<file path="config.mk">
export PLATFORM = sky130hd
export DESIGN_NAME = stream_burst_arb
export DESIGN_NICKNAME = d
export VERILOG_FILES = /design/src/rtl/stream_burst_arb_pkg.sv /design/src/rtl/stream_burst_arb_chk.sv /design/src/rtl/stream_burst_arb_rr_pick.sv /design/src/rtl/stream_burst_arb.sv
export SDC_FILE = /design/constraint.sdc
export NUM_CORES = 1
export LEC_CHECK = 0
export CELL_PAD_IN_SITES_DETAIL_PLACEMENT = 1
export CELL_PAD_IN_SITES_GLOBAL_PLACEMENT = 2
export CORE_ASPECT_RATIO = 1.2
export CORE_MARGIN = 10
export CORE_UTILIZATION = 22
export CTS_BUF_LIST = sky130_fd_sc_hd__clkbuf_16
export DETAILED_ROUTE_END_ITERATION = 7
export PLACE_DENSITY = 0.76
export SLEW_MARGIN = 20
export SYNTH_ARGS = -nofsm -noshare
export SYNTH_HDL_FRONTEND = slang
export SYNTH_HIERARCHICAL = 1
export SYNTH_SLANG_ARGS = --single-unit
</file>
<file path="constraint.sdc">
create_clock -name clk_i -period 1.3 [get_ports clk_i]
set_input_delay 0.325 -clock clk_i [delete_from_list [all_inputs] [get_ports clk_i]]
set_output_delay 0.325 -clock clk_i [all_outputs]
set_load 0.005 [all_outputs]
</file>
<file path="src/rtl/stream_burst_arb_pkg.sv">
// Shared definitions for the burst-limited round-robin stream arbiter.
// Contents:
//   arb_state_e - arbiter FSM state (IDLE: no grant held, GRANT: one input owns the output)
package stream_burst_arb_pkg;

  typedef enum logic [0:0] {
    IDLE  = 1'b0,
    GRANT = 1'b1
  } arb_state_e;

endpackage

</file>
<file path="src/rtl/stream_burst_arb_chk.sv">
// stream_burst_arb_chk: simulation-only protocol checks for stream_burst_arb.
// Present only when STREAM_BURST_ARB_ASSERT_EN is defined.
// Ports: clk_i, rst_ni, and observation copies of the arbiter's ready vector,
// output handshake signals, output payload and burst credit register.
`ifdef STREAM_BURST_ARB_ASSERT_EN
module stream_burst_arb_chk #(
  parameter type         DATA_T    = logic,
  parameter int unsigned N_INP     = 2,
  parameter int unsigned MAX_BURST = 4,
  parameter int unsigned CNT_W     = $clog2(MAX_BURST + 1)
) (
  input logic             clk_i,
  input logic             rst_ni,
  input logic [N_INP-1:0] inp_ready_o,
  input logic             oup_valid_o,
  input logic             oup_ready_i,
  input DATA_T            oup_data_o,
  input logic [CNT_W-1:0] credit_q
);

  logic  stall_r;
  DATA_T data_r;

  // Remember whether the previous cycle was an output stall.
  always_ff @(posedge clk_i) begin
    if (!rst_ni) begin
      stall_r <= 1'b0;
    end else begin
      stall_r <= oup_valid_o & ~oup_ready_i;
    end
  end

  // Payload seen during the previous cycle, compared only after a stall.
  always_ff @(posedge clk_i) begin
    data_r <= oup_data_o;
  end

  // Protocol and range checks evaluated every active clock edge.
  always @(posedge clk_i) begin
    a_params: assert (N_INP >= 2 && MAX_BURST >= 1)
      else $error("stream_burst_arb: illegal parameters");
    if (rst_ni) begin
      a_ready_onehot: assert ($onehot0(inp_ready_o))
        else $error("stream_burst_arb: inp_ready_o not one-hot");
      a_credit_range: assert (credit_q <= CNT_W'(MAX_BURST))
        else $error("stream_burst_arb: credit above MAX_BURST");
      if (stall_r) begin
        a_stall_stable: assert (oup_valid_o && (oup_data_o == data_r))
          else $error("stream_burst_arb: stalled input changed");
      end
    end
  end

endmodule
`endif

</file>
<file path="src/rtl/stream_burst_arb_rr_pick.sv">
// rr_pick: combinational round-robin picker.
// Returns the first requesting index found by searching upward from ptr_i,
// wrapping from N_INP-1 back to 0, so every input is covered exactly once.
// Ports:
//   req_i [N_INP]     - request vector
//   ptr_i [LOG_N_INP] - search start index (must be < N_INP)
//   idx_o [LOG_N_INP] - picked index (0 when no request)
//   any_o             - at least one request present
module rr_pick #(
  parameter int unsigned N_INP     = 2,
  parameter int unsigned LOG_N_INP = $clog2(N_INP)
) (
  input  logic [N_INP-1:0]     req_i,
  input  logic [LOG_N_INP-1:0] ptr_i,
  output logic [LOG_N_INP-1:0] idx_o,
  output logic                 any_o
);

  logic [LOG_N_INP-1:0] hi_idx_s;
  logic [LOG_N_INP-1:0] lo_idx_s;
  logic                 hi_any_s;

  // Lowest requester at or above the pointer wins; otherwise wrap to the lowest requester overall.
  always_comb begin
    hi_idx_s = {LOG_N_INP{1'b0}};
    lo_idx_s = {LOG_N_INP{1'b0}};
    hi_any_s = 1'b0;
    // Descending scan so the last hit kept is the lowest index.
    for (int i = N_INP - 1; i >= 0; i--) begin
      lo_idx_s = req_i[i] ? LOG_N_INP'(i) : lo_idx_s;
      hi_idx_s = (req_i[i] && (LOG_N_INP'(i) >= ptr_i)) ? LOG_N_INP'(i) : hi_idx_s;
      hi_any_s = hi_any_s | (req_i[i] && (LOG_N_INP'(i) >= ptr_i));
    end
    idx_o = hi_any_s ? hi_idx_s : lo_idx_s;
    any_o = |req_i;
  end

endmodule

</file>
<file path="src/rtl/stream_burst_arb.sv">
// stream_burst_arb: round-robin arbiter of N_INP valid/ready streams onto one
// output, holding each grant for at most MAX_BURST consecutive handshakes.
// Optional checks: define STREAM_BURST_ARB_ASSERT_EN to compile in assertions.
// Ports:
//   clk_i, rst_ni            - clock, synchronous active-low reset
//   inp_data_i/valid_i/ready_o - N_INP input streams
//   oup_data_o/valid_o/ready_i - arbitrated output stream
//   sel_o                    - granted input index (don't-care while idle)
//   idle_o                   - no grant held
module stream_burst_arb
  import stream_burst_arb_pkg::*;
#(
  parameter type         DATA_T    = logic,
  parameter int unsigned N_INP     = 2,
  parameter int unsigned MAX_BURST = 4,
  // Derived; keep at their defaults.
  parameter int unsigned LOG_N_INP = $clog2(N_INP),
  parameter int unsigned CNT_W     = $clog2(MAX_BURST + 1)
) (
  input  logic                 clk_i,
  input  logic                 rst_ni,
  input  DATA_T                inp_data_i [N_INP],
  input  logic [N_INP-1:0]     inp_valid_i,
  output logic [N_INP-1:0]     inp_ready_o,
  output DATA_T                oup_data_o,
  output logic                 oup_valid_o,
  input  logic                 oup_ready_i,
  output logic [LOG_N_INP-1:0] sel_o,
  output logic                 idle_o
);

  localparam logic [CNT_W-1:0]     CREDIT_FULL = CNT_W'(MAX_BURST);
  localparam logic [CNT_W-1:0]     CREDIT_ONE  = CNT_W'(1);
  localparam logic [LOG_N_INP-1:0] LAST_IDX    = LOG_N_INP'(N_INP - 1);

  arb_state_e           state_q, state_d;
  logic [LOG_N_INP-1:0] sel_q, sel_d;
  logic [LOG_N_INP-1:0] ptr_q, ptr_d;
  logic [CNT_W-1:0]     credit_q, credit_d;

  logic [LOG_N_INP-1:0] next_ptr_s;
  logic [LOG_N_INP-1:0] pick_ptr_s;
  logic [LOG_N_INP-1:0] pick_idx_s;
  logic                 pick_any_s;
  logic                 sel_valid_s;
  logic                 hs_s;
  logic                 release_s;

  // Pointer just past the current grant, wrapping for non-power-of-two N_INP.
  assign next_ptr_s  = (sel_q == LAST_IDX) ? {LOG_N_INP{1'b0}} : sel_q + LOG_N_INP'(1);
  // While granted the picker is only consulted on release, so feed it the
  // post-release pointer; this is what allows a regrant in the same cycle.
  assign pick_ptr_s  = (state_q == GRANT) ? next_ptr_s : ptr_q;
  assign sel_valid_s = inp_valid_i[sel_q];
  assign hs_s        = (state_q == GRANT) & sel_valid_s & oup_ready_i;
  assign release_s   = (state_q == GRANT) & ((hs_s & (credit_q == CREDIT_ONE)) | ~sel_valid_s);

  rr_pick #(
    .N_INP     (N_INP),
    .LOG_N_INP (LOG_N_INP)
  ) u_pick (
    .req_i (inp_valid_i),
    .ptr_i (pick_ptr_s),
    .idx_o (pick_idx_s),
    .any_o (pick_any_s)
  );

  // Next-state and output logic of the grant FSM.
  always_comb begin
    state_d     = state_q;
    sel_d       = sel_q;
    ptr_d       = ptr_q;
    credit_d    = credit_q;
    inp_ready_o = {N_INP{1'b0}};
    oup_valid_o = 1'b0;
    idle_o      = 1'b1;
    oup_data_o  = inp_data_i[sel_q];

    case (state_q)
      IDLE: begin
        if (pick_any_s) begin
          state_d  = GRANT;
          sel_d    = pick_idx_s;
          credit_d = CREDIT_FULL;
        end else begin
          state_d  = IDLE;
        end
      end
      GRANT: begin
        // Ready depends only on registered selection and oup_ready_i.
        inp_ready_o[sel_q] = oup_ready_i;
        oup_valid_o        = sel_valid_s;
        idle_o             = 1'b0;
        if (release_s) begin
          ptr_d = next_ptr_s;
          if (pick_any_s) begin
            sel_d    = pick_idx_s;
            credit_d = CREDIT_FULL;
          end else begin
            state_d  = IDLE;
            credit_d = hs_s ? (credit_q - CREDIT_ONE) : credit_q;
          end
        end else if (hs_s) begin
          credit_d = credit_q - CREDIT_ONE;
        end else begin
          credit_d = credit_q;
        end
      end
      default: begin
        state_d = IDLE;
      end
    endcase
  end

  // State and grant bookkeeping registers.
  always_ff @(posedge clk_i) begin
    if (!rst_ni) begin
      state_q  <= IDLE;
      sel_q    <= {LOG_N_INP{1'b0}};
      ptr_q    <= {LOG_N_INP{1'b0}};
      credit_q <= {CNT_W{1'b0}};
    end else begin
      state_q  <= state_d;
      sel_q    <= sel_d;
      ptr_q    <= ptr_d;
      credit_q <= credit_d;
    end
  end

  assign sel_o = sel_q;

`ifdef STREAM_BURST_ARB_ASSERT_EN
  stream_burst_arb_chk #(
    .DATA_T    (DATA_T),
    .N_INP     (N_INP),
    .MAX_BURST (MAX_BURST),
    .CNT_W     (CNT_W)
  ) u_chk (
    .clk_i       (clk_i),
    .rst_ni      (rst_ni),
    .inp_ready_o (inp_ready_o),
    .oup_valid_o (oup_valid_o),
    .oup_ready_i (oup_ready_i),
    .oup_data_o  (oup_data_o),
    .credit_q    (credit_q)
  );
`else
  // No checker instance in the default build.
`endif

endmodule

</file>
Word-level counts from Yosys, hierarchy flattened
Cells that the tools add are included.
{"block": "op_classes", "add_sub_neg": 2, "muxes": 28, "n_bitwise": 10, "n_reduce_logical": 5, "n_eq_ne": 3, "n_lt_le_gt_ge": 5}
{"cell": "2-to-1 mux 1 bit", "n": 19}
{"cell": "2-to-1 mux 3 bit", "n": 4}
{"cell": "one-hot mux 3 bit (2 select lines)", "n": 1}
{"cell": "AND 1 bit", "n": 4}
{"cell": "one-hot mux 1 bit (2 select lines)", "n": 2}
{"cell": "equality test 3 x 1 -> 1 bit, second input constant", "n": 1}
{"cell": "logical AND 1 bit", "n": 3}
{"cell": "subtractor 3 x 1 -> 3 bit, second input constant", "n": 1}
{"cell": "AND 2 bit", "n": 1}
{"cell": ">= comparator 1 bit, first input constant", "n": 2}
{"cell": ">= comparator 2 bit, second input constant", "n": 1}
{"cell": "less-than comparator 1 x 2 -> 1 bit, second input constant", "n": 1}
{"cell": "2-to-1 mux 2 bit", "n": 1}
{"cell": "!= test 2 x 1 -> 1 bit, second input constant", "n": 1}
{"cell": "!= test 2 bit, second input constant", "n": 1}
{"cell": "inverter 1 bit", "n": 2}
{"cell": "inverter 1 -> 2 bit", "n": 1}
{"cell": "OR 1 bit", "n": 2}
{"cell": "AND reduction 2 bit", "n": 1}
{"cell": "OR reduction 2 bit", "n": 1}
{"cell": "adder 1 bit, second input constant", "n": 1}
{"cell": "demux 1 bit (select 1 bit)", "n": 1}
{"cell": ">= comparator 1 bit, second input constant", "n": 1}
{"block": "totals", "word_cells": 57, "reg_bits": 6, "out_inout_bits": 6, "inputBits": 7}

Longest topological paths before layout
Gate-level depths: netlist of the first run.
{"block": "logic_depth", "ltp_word": 11, "mapped_depth": 7, "depth_no_buf": 6}

Hierarchy
Netlist of the first run, hierarchy kept.
{"mod": "stream_burst_arb", "area_per_inst_um2": 396.6, "seq_area_each_um2": 120.1, "n_inst": 1, "cells_per_inst": 44}
{"mod": "rr_pick", "area_per_inst_um2": 17.5, "seq_area_each_um2": 0.0, "n_inst": 1, "cells_per_inst": 3}

Least setup slack after synthesis of the first run
OpenSTA, ideal clock, no wires.
{"block": "synth_timing", "path_kind": "flip-flop to flip-flop", "start": "reg sel_q (netlist: sel_o)", "end": "reg ptr_q", "required_ns": 1.185, "setup_slack_ns": -0.025, "arrival_ns": 1.211, "setup_time_ns": 0.115, "stages_incl_launch_ff": 6, "n_path_buf": 1, "period_less_slack_ns": 1.325, "cell_sequence": "dfxtp_1 -> buf_6 -> mux2i_4 -> o21ai_1 -> and2_1 -> o21a_1"}
{"block": "synth_between", "elab_chain_len": 8, "word_cells_on_any_way": 11, "cone_classes": "add/sub (1); mux (3); bitwise (6); reduce/logical (1)"}
{"element": "from (decl)", "line_no": "stream_burst_arb.sv:37", "rtl": "logic [LOG_N_INP-1:0] sel_q, sel_d;"}
{"element": "from (signal assigned)", "line_no": "stream_burst_arb.sv:119", "rtl": "sel_q <= {LOG_N_INP{1'b0}};"}
{"element": "from (signal assigned)", "line_no": "stream_burst_arb.sv:124", "rtl": "sel_q <= sel_d;"}
{"element": "2-to-1 mux 1 bit (not written as such) (2 in a row)", "line_no": "stream_burst_arb.sv:54", "rtl": "assign sel_valid_s = inp_valid_i[sel_q];"}
{"element": "AND 1 bit (2 in a row)", "line_no": "stream_burst_arb.sv:55", "rtl": "assign hs_s = (state_q == GRANT) & sel_valid_s & oup_ready_i;"}
{"element": "AND 1 bit", "line_no": "stream_burst_arb.sv:56", "rtl": "assign release_s = (state_q == GRANT) & ((hs_s & (credit_q == CREDIT_ONE)) | ~sel_valid_s);"}
{"element": "OR 1 bit", "line_no": "stream_burst_arb.sv:56"}
{"element": "AND 1 bit", "line_no": "stream_burst_arb.sv:56"}
{"element": "AND reduction 2 bit (no source line)"}
{"element": "to (signal assigned)", "line_no": "stream_burst_arb.sv:120", "rtl": "ptr_q <= {LOG_N_INP{1'b0}};"}
{"element": "to (signal assigned)", "line_no": "stream_burst_arb.sv:125", "rtl": "ptr_q <= ptr_d;"}
{"element": "to (decl)", "line_no": "stream_burst_arb.sv:38", "rtl": "logic [LOG_N_INP-1:0] ptr_q, ptr_d;"}
Parallel ways exist; a longest one is shown, timed or not. The select of a mux whose other input is x is not followed.
A chain may end at the register's enable or synchronous reset.

Worst setup path in the final report of the first run
{"block": "layout_timing", "start": "reg sel_q (netlist: sel_o)", "end": "reg sel_q (netlist: sel_o)"}
{"block": "layout_between", "elab_chain_len": 11, "word_cells_on_any_way": 23, "cone_classes": "add/sub (1); order compare (2); eq/ne (1); mux (10); bitwise (7); reduce/logical (2)"}
{"element": "adder 1 bit", "line_no": "stream_burst_arb.sv:50", "rtl": "assign next_ptr_s = (sel_q == LAST_IDX) ? {LOG_N_INP{1'b0}} : sel_q + LOG_N_INP'(1);"}
{"element": "2-to-1 mux 1 bit", "line_no": "stream_burst_arb.sv:50"}
{"element": "2-to-1 mux 1 bit", "line_no": "stream_burst_arb.sv:53", "rtl": "assign pick_ptr_s = (state_q == GRANT) ? next_ptr_s : ptr_q;"}
{"element": ">= comparator 1 bit", "line_no": "stream_burst_arb_rr_pick.sv:31, stream_burst_arb_rr_pick.sv:32"}
{"element": "logical AND 1 bit", "line_no": "stream_burst_arb_rr_pick.sv:31, stream_burst_arb_rr_pick.sv:32"}
{"element": "2-to-1 mux 1 bit (2 in a row)", "line_no": "stream_burst_arb_rr_pick.sv:31", "rtl": "hi_idx_s = (req_i[i] && (LOG_N_INP'(i) >= ptr_i)) ? LOG_N_INP'(i) : hi_idx_s;"}
{"element": "2-to-1 mux 1 bit", "line_no": "stream_burst_arb_rr_pick.sv:34", "rtl": "idx_o = hi_any_s ? hi_idx_s : lo_idx_s;"}
{"element": "2-to-1 mux 1 bit", "line_no": "stream_burst_arb.sv:81, stream_burst_arb.sv:96"}
{"element": "2-to-1 mux 1 bit", "line_no": "stream_burst_arb.sv:94", "rtl": "if (release_s) begin"}
{"element": "one-hot mux 1 bit (2 select lines)", "line_no": "stream_burst_arb.sv:79", "rtl": "case (state_q)"}
Parallel ways exist; a longest one is shown, timed or not. The select of a mux whose other input is x is not followed.

==> results of run 1 <==
-- how the worst min path moves through the flow --
stage / start / endpoint / slack [ns] / cells past startpoint
after global placement: credit_q[0]$_SDFFE_PN0P_ / credit_q[0]$_SDFFE_PN0P_ / 0.53 / 2
after global routing: credit_q[0]$_SDFFE_PN0P_ / credit_q[0]$_SDFFE_PN0P_ / 0.59 / 2
after CTS: credit_q[0]$_SDFFE_PN0P_ / credit_q[0]$_SDFFE_PN0P_ / 0.55 / 2
final: credit_q[0]$_SDFFE_PN0P_ / credit_q[0]$_SDFFE_PN0P_ / 0.55 / 2
after detailed placement: credit_q[0]$_SDFFE_PN0P_ / credit_q[0]$_SDFFE_PN0P_ / 0.54 / 2
after floorplan: rst_ni / ptr_q$_SDFFE_PN0P_ / 0.44 / 1
-- routing by layer --
metal / GRT usage (%) / wire, um / up-vias
li1: - / - / 216
met1: 6.79 / 604 / 203
met2: 10.5 / 680 / 14
met3: 3.38 / 110 / 5
met4: 5.90 / 46 / 0
met5: 0 / 0 / -
-- cell families after synthesis --
logic type	count (synthesis)
buffers and inverters	7
AND/OR/NAND/NOR	15
flip-flops	6
XOR/XNOR	1
AO/OA/AOI/OAI	13
adder cells (fa/ha/maj)	2
multiplexers	3
-- cells in the final DEF, fill, tap and decap left out, types with 2 or more instances in the layout --
| cell | n |
|---|---|
| dfxtp_4 | 2 |
| o21a_1 | 2 |
| o21ai_2 | 2 |
| buf_6 | 5 |
| buf_4 | 9 |
| nand2_1 | 2 |
| a21oi_1 | 2 |
| inv_1 | 3 |
| buf_2 | 2 |
| dlygate4sd2_1 | 5 |
| nor2_1 | 4 |
| dfxtp_1 | 2 |
| dfxtp_2 | 2 |
| a21boi_1 | 2 |
| clkbuf_16 | 3 |
| inv_2 | 2 |
-- worst max-delay path: cells and delay by family, from the launching register on --
kind / cells / cell delay [ns]
flops: 1 / 0.36
simple gates: 1 / 0.12
buf+inv: 2 / 0.27
compound gates: 2 / 0.38
mux: 1 / 0.20
-- per-stage QoR --
stage | std cells | setup TNS, ns | hold WS (ns)
2_1_floorplan | 47 | 0 | 0.442
3_5_place_dp | 86 | -4.32 | 0.545
3_3_place_gp | 86 | -4.21 | 0.532
5_1_grt | 92 | -0.683 | 0.587
4_1_cts | 89 | -0.351 | 0.548
6_report | 92 | -0.337 | 0.553
-- flip-flops by register name, summed over array words and instances, names as in the netlist --
name      flops
ptr_q         1
sel_o         1
credit_q      3
state_q       1
-- repair_timing --
item,4_1_cts,5_1_grt
pin swaps,0,8
setup buffers,0,3
endpoints found under the setup margin,12,11
resized for setup,30,17
-- layout make-up --
class,instances,area (sq um)
fill,208,1040
tap,19,23.8
timing repair buffer,25,214
clock buffer,3,75.1
sequential,6,130
inverter,5,18.8
multi-input combinational,34,307
-- power breakdown --
group / total [uW] / switching (uW) / leakage (uW) / internal, uW
logic: 179 / 77.7 / 0.000259 / 101
clock network: 511 / 115 / 0.0000370 / 396
registers: 210 / 13.4 / 0.0000516 / 197
==> flow_summary.yaml, run 1 <==
critical_path:
  crit_required_ns: 1.44
  r2r-end: "sel_o$_SDFFE_PN0P_"
  r2r_setup_slack_ns: -0.12
  crit_path_top_delay_cell: "dfxtp_4"
  criticalPathCategory: "reg2reg"
  rr_startpoint: "sel_o$_SDFFE_PN0P_"
  crit_end: "sel_o$_SDFFE_PN0P_"
  worst-endpoint-arrival_ns: 1.57
  max_stage_delay_ns: 0.36
  path_cells: "mux2i_4, buf_6, buf_6, o31ai_4, nand3_1, o21ai_0"
  reg2reg_depth: 6
  worst_path_most_repeated_cell: "buf_6"
  cp-startpoint: "sel_o$_SDFFE_PN0P_"
  crit_path_end_kind: "flop"
  cp_max_fo: 6
  critPathLaunchType: "flop"
status:
  violations: "negative setup slack"
  status: "complete, but fails checks"
detailed_routing:
  detail_route.vias_per_cell: 4.76
  post_drt_wl_per_cell_um: 15.7
  drt_wl_total_um: 1440
  vias: 438
  ant_nets: 0
  drc: 0
  drtIter0Drc: 8
  firstDrtPassIters: 2
power_and_ir_drop:
  ir_drop_v: 0.000551
  p_leak_uw: 0.000347
  powerDensity_nw_per_um2: 1170
  fin_total_pwr_uw: 900
sta:
  max_freq_ghz: 0.702
  skew_ns: 0.00163
  post-route-min-period_ns: 1.42
  timing.final.crit_share_pct: 110
  hold_viol: 0
  rsz0062_at_grt: "yes"
  worst_pin_slew_ns: 0.240
  slew_headroom_pct: 84.0
  setup_ws_ns: -0.124
  setup_violations: 5
  drv_slew: 0
die:
  ios: 13
  core-area_sq_um: 1810
  dieArea_sq_um: 4030
  rows: 17
  die_w_um: 59.6
  start_util_pct: 22.9
  die_y_um: 67.5
finish:
  final_core_util_pct: 42.5
  area_growth_pct: 85.5
  layout.nets: 84
  antenna_cells: 0
  design_area_sq_um: 768
  layout-drive-gt1-share_pct: 53.4
worst_hold_path:
  hold_class: "reg2reg"
synth:
  synthArstFlopShare_pct: 0
  yosys.cell_count.top_type: "dfxtp_1"
  yosysTopAreaCell: "dfxtp_1"
  synth_compound_area_share_pct: 22.1
  synthTopCellsByCount: "6 x dfxtp_1, 5 x inv_1, 4 x nor2_1"
  ys_seq_area_share_pct: 29.0
  synth_edf_count: 0
  synth.distinct_cells: 29
  syn_area_sq_um: 414
  synthTopCellsByArea: "dfxtp_1 29%, ha_1 6.0%, mux2i_4 5.4%, inv_1 4.5%, a21boi_1 3.6%"
  synthFlopType: "dfxtp_1"
  ys_warn_count: 6
  synth_top_family_by_area: "compound AO/OA/AOI/OAI gates"
  synthCells: 47
  synth-seq-cells: 6
  synth_adder_area_share_pct: 6.04
  avgSynthCellArea_sq_um: 8.81
  syn_nets: 56
  synth_xor_area_share_pct: 2.11
  yosys.area_share.simple_pct: 21.8
  yosysTopAreaCellShare_pct: 29.0
  synth_mux_area_share_pct: 10.6
place:
  place_congestion: 0.836
  placed_cell_area_sq_um: 618
  pre_cts_slack_ns: -0.574
  numPortBuffers: 12
  place_hpwl_um: 984
cts:
  cts-root-buf: "clkbuf_16"
  clock-sinks: 6
  clockBufferDepth: 2
  clk_pin_slew_ns: 0.03
  insertion_delay_ns: 0.23
  cts_made_buffers: 3
  cts_tree: "yes"
  htree_num_levels: 1
  hold_buffers: 0
global_routing:
  grt_pass1_vias: 448
  antenna_found_initial: 0
  grt_overflow: 0
  grt_pass1_wl_um: 2040
  grt_max_degree: 8
  track_usage_pct: 6.88
flow_run:
  maxCapViolations: 0
(Power assumes the default switching activity.)
==> inputs of run 2 (changes only) <==
Settings changed: CAP_MARGIN set to 20, TNS_END_PERCENT set to 20.
==> run 2 against run 1 <==
  * Non-clock buffer count is 3 lower
  * Hold slack worse by 0.012 ns
  * Routed wire length is 9.1% lower
  * Combinational power down 12%
  * Register-to-register slack improved by 0.09 ns
  * Clock skew is 0.00068 ns lower
  * Largest cell class unchanged
  * Worst setup slack improved by 0.052 ns
  * Global-route usage down 0.19 points
  * Via count shrank 3.2%
  * The flow still finishes with violations (negative setup slack)
==> flow_summary.yaml, run 2 (synthesized netlist as in run 1, its figures left out) <==
power_and_ir_drop:
  p_sw_share_pct: 22.2
  p_int_uw: 680
  p_sw_uw: 194
  seqPwrFrac_pct: 23.9
  power_frac_clock_pct: 58.0
  ir_drop_v: 0.000553
  powerDensity_nw_per_um2: 1210
  comb_power_share_pct: 18.1
  p_leak_uw: 0.000344
die:
  dieArea_sq_um: 4030
  core-area_sq_um: 1810
  die_w_um: 59.6
  rows: 17
  start_util_pct: 22.9
  ios: 13
  die_y_um: 67.5
cts:
  cts_tree: "yes"
  cts-root-buf: "clkbuf_16"
  clk_pin_slew_ns: 0.03
  clock-sinks: 6
  htree_num_levels: 1
  clockBufferDepth: 2
  insertion_delay_ns: 0.23
  cts_made_buffers: 3
  hold_buffers: 0
critical_path:
  critPathLaunchType: "flop"
  crit_end: "oup_valid_o"
  r2r_setup_slack_ns: -0.03
  cp-startpoint: "sel_o$_SDFFE_PN0P_"
  rr_startpoint: "state_q$_SDFF_PN0_"
  criticalPathCategory: "reg2out"
  cp_max_fo: 6
  crit_path_end_kind: "output pin"
  r2r-end: "ptr_q$_SDFFE_PN0P_"
  crit_required_ns: 0.98
  reg2reg_depth: 5
  worst-endpoint-arrival_ns: 1.05
sta:
  setup_violations: 5
  timing.final.crit_share_pct: 106
  setup_ws_ns: -0.0717
  worst_pin_slew_ns: 0.214
  skew_ns: 0.000950
  slew_headroom_pct: 85.7
  drv_slew: 0
  hold_viol: 0
  max_freq_ghz: 0.729
  post-route-min-period_ns: 1.37
  rsz0062_at_grt: "yes"
status:
  status: "complete, but fails checks"
  violations: "negative setup slack"
detailed_routing:
  ant_nets: 0
  drtIter0Drc: 4
  vias: 424
  detail_route.vias_per_cell: 4.76
  drc: 0
  drt_wl_total_um: 1310
  post_drt_wl_per_cell_um: 14.7
  firstDrtPassIters: 3
finish:
  fillers: 211
  antenna_cells: 0
  area_growth_pct: 73.7
  layout-drive-gt1-share_pct: 45.7
  layout.cells.most_common_list: "9 x buf_4, 4 x inv_1, 4 x nor2_1, 4 x dfxtp_1, 4 x dlygate4sd2_1"
  regMostFlops: "credit_q"
  final_core_util_pct: 39.8
  layout_commonest_cell: "buf_4"
  layout.nets: 81
  largest_reg_flops: 3
global_routing:
  grt_pass1_wl_um: 1990
  grt_pass1_vias: 446
  track_usage_pct: 6.69
  antenna_found_initial: 0
  grt_overflow: 0
  grt_max_degree: 8
worst_hold_path:
  hold_class: "reg2reg"
  whs_path_depth: 2
place:
  numPortBuffers: 12
  place_hpwl_um: 984
  pre_cts_slack_ns: -0.574
  place_congestion: 0.836
flow_run:
  maxCapViolations: 0
## run 2: cell count changes in the layout (fill, tap and decap cells not counted), moves of 2 or more
cell,before,now
dfxtp_2,2,0
dfxtp_1,2,4
buf_6,5,2
dlymetal6s2s_1,0,2
## run 2: worst max-delay path, stage by stage, from the launching register on
cell and delay (ns):
dfxtp_4 0.38, mux2i_4 0.26, nor2_1 0.05, buf_2 0.12
## run 2: how the worst min path moves through the flow
stage / end / start
floorplan: ptr_q$_SDFFE_PN0P_ / rst_ni
global placement: credit_q[0]$_SDFFE_PN0P_ / credit_q[0]$_SDFFE_PN0P_
detailed placement: credit_q[0]$_SDFFE_PN0P_ / credit_q[0]$_SDFFE_PN0P_
CTS: credit_q[0]$_SDFFE_PN0P_ / credit_q[0]$_SDFFE_PN0P_
global route: credit_q[0]$_SDFFE_PN0P_ / credit_q[0]$_SDFFE_PN0P_
finish: credit_q[0]$_SDFFE_PN0P_ / credit_q[0]$_SDFFE_PN0P_
## run 2: area by class of cell
cell class	count	area [sq um]	share of cell area [%]
inverter	5	18.8	2.61
sequential	6	128	17.7
multi-input combinational	34	294	40.9
clock buffer	3	75.1	10.4
timing repair buffer	22	180	25.0
tap	19	23.8	3.30
## run 2: layer usage
metal	track usage (%)	vias up	share of wire (%)
li1	-	211	-
met1	6.69	194	42
met2	10.0	14	45
met3	3.38	5	8.4
met4	5.90	0	3.7
met5	0	-	0
## run 2: power by group through the flow
| stage | sequential [uW] | clock (uW) | combinational [uW] |
|---|---|---|---|
| 2_1_floorplan | 205 | 0 | 78.6 |
| 3_3_place_gp | 212 | 0 | 151 |
| 3_5_place_dp | 213 | 0 | 153 |
| 4_1_cts | 209 | 512 | 147 |
| 5_1_grt | 211 | 522 | 175 |
| 6_report | 209 | 507 | 158 |
## run 2: repair_timing
item | in CTS | in global routing
pin swaps | 1 | 1
resized for setup | 25 | 13
endpoints found under the setup margin | 12 | 11
buffers inserted | 0 | 0
## run 2: metrics by stage
stage | power (uW) | instance area, sq um | setup TNS (ns) | hold slack (ns) | std cells
6_report | 874 | 719 | -0.168 | 0.542 | 89
5_1_grt | 909 | 719 | -0.552 | 0.580 | 89
4_1_cts | 868 | 694 | -0.325 | 0.548 | 89
3_5_place_dp | 365 | 618 | -4.32 | 0.545 | 86
3_3_place_gp | 364 | 618 | -4.21 | 0.532 | 86
2_1_floorplan | 284 | 415 | 0 | 0.442 | 47
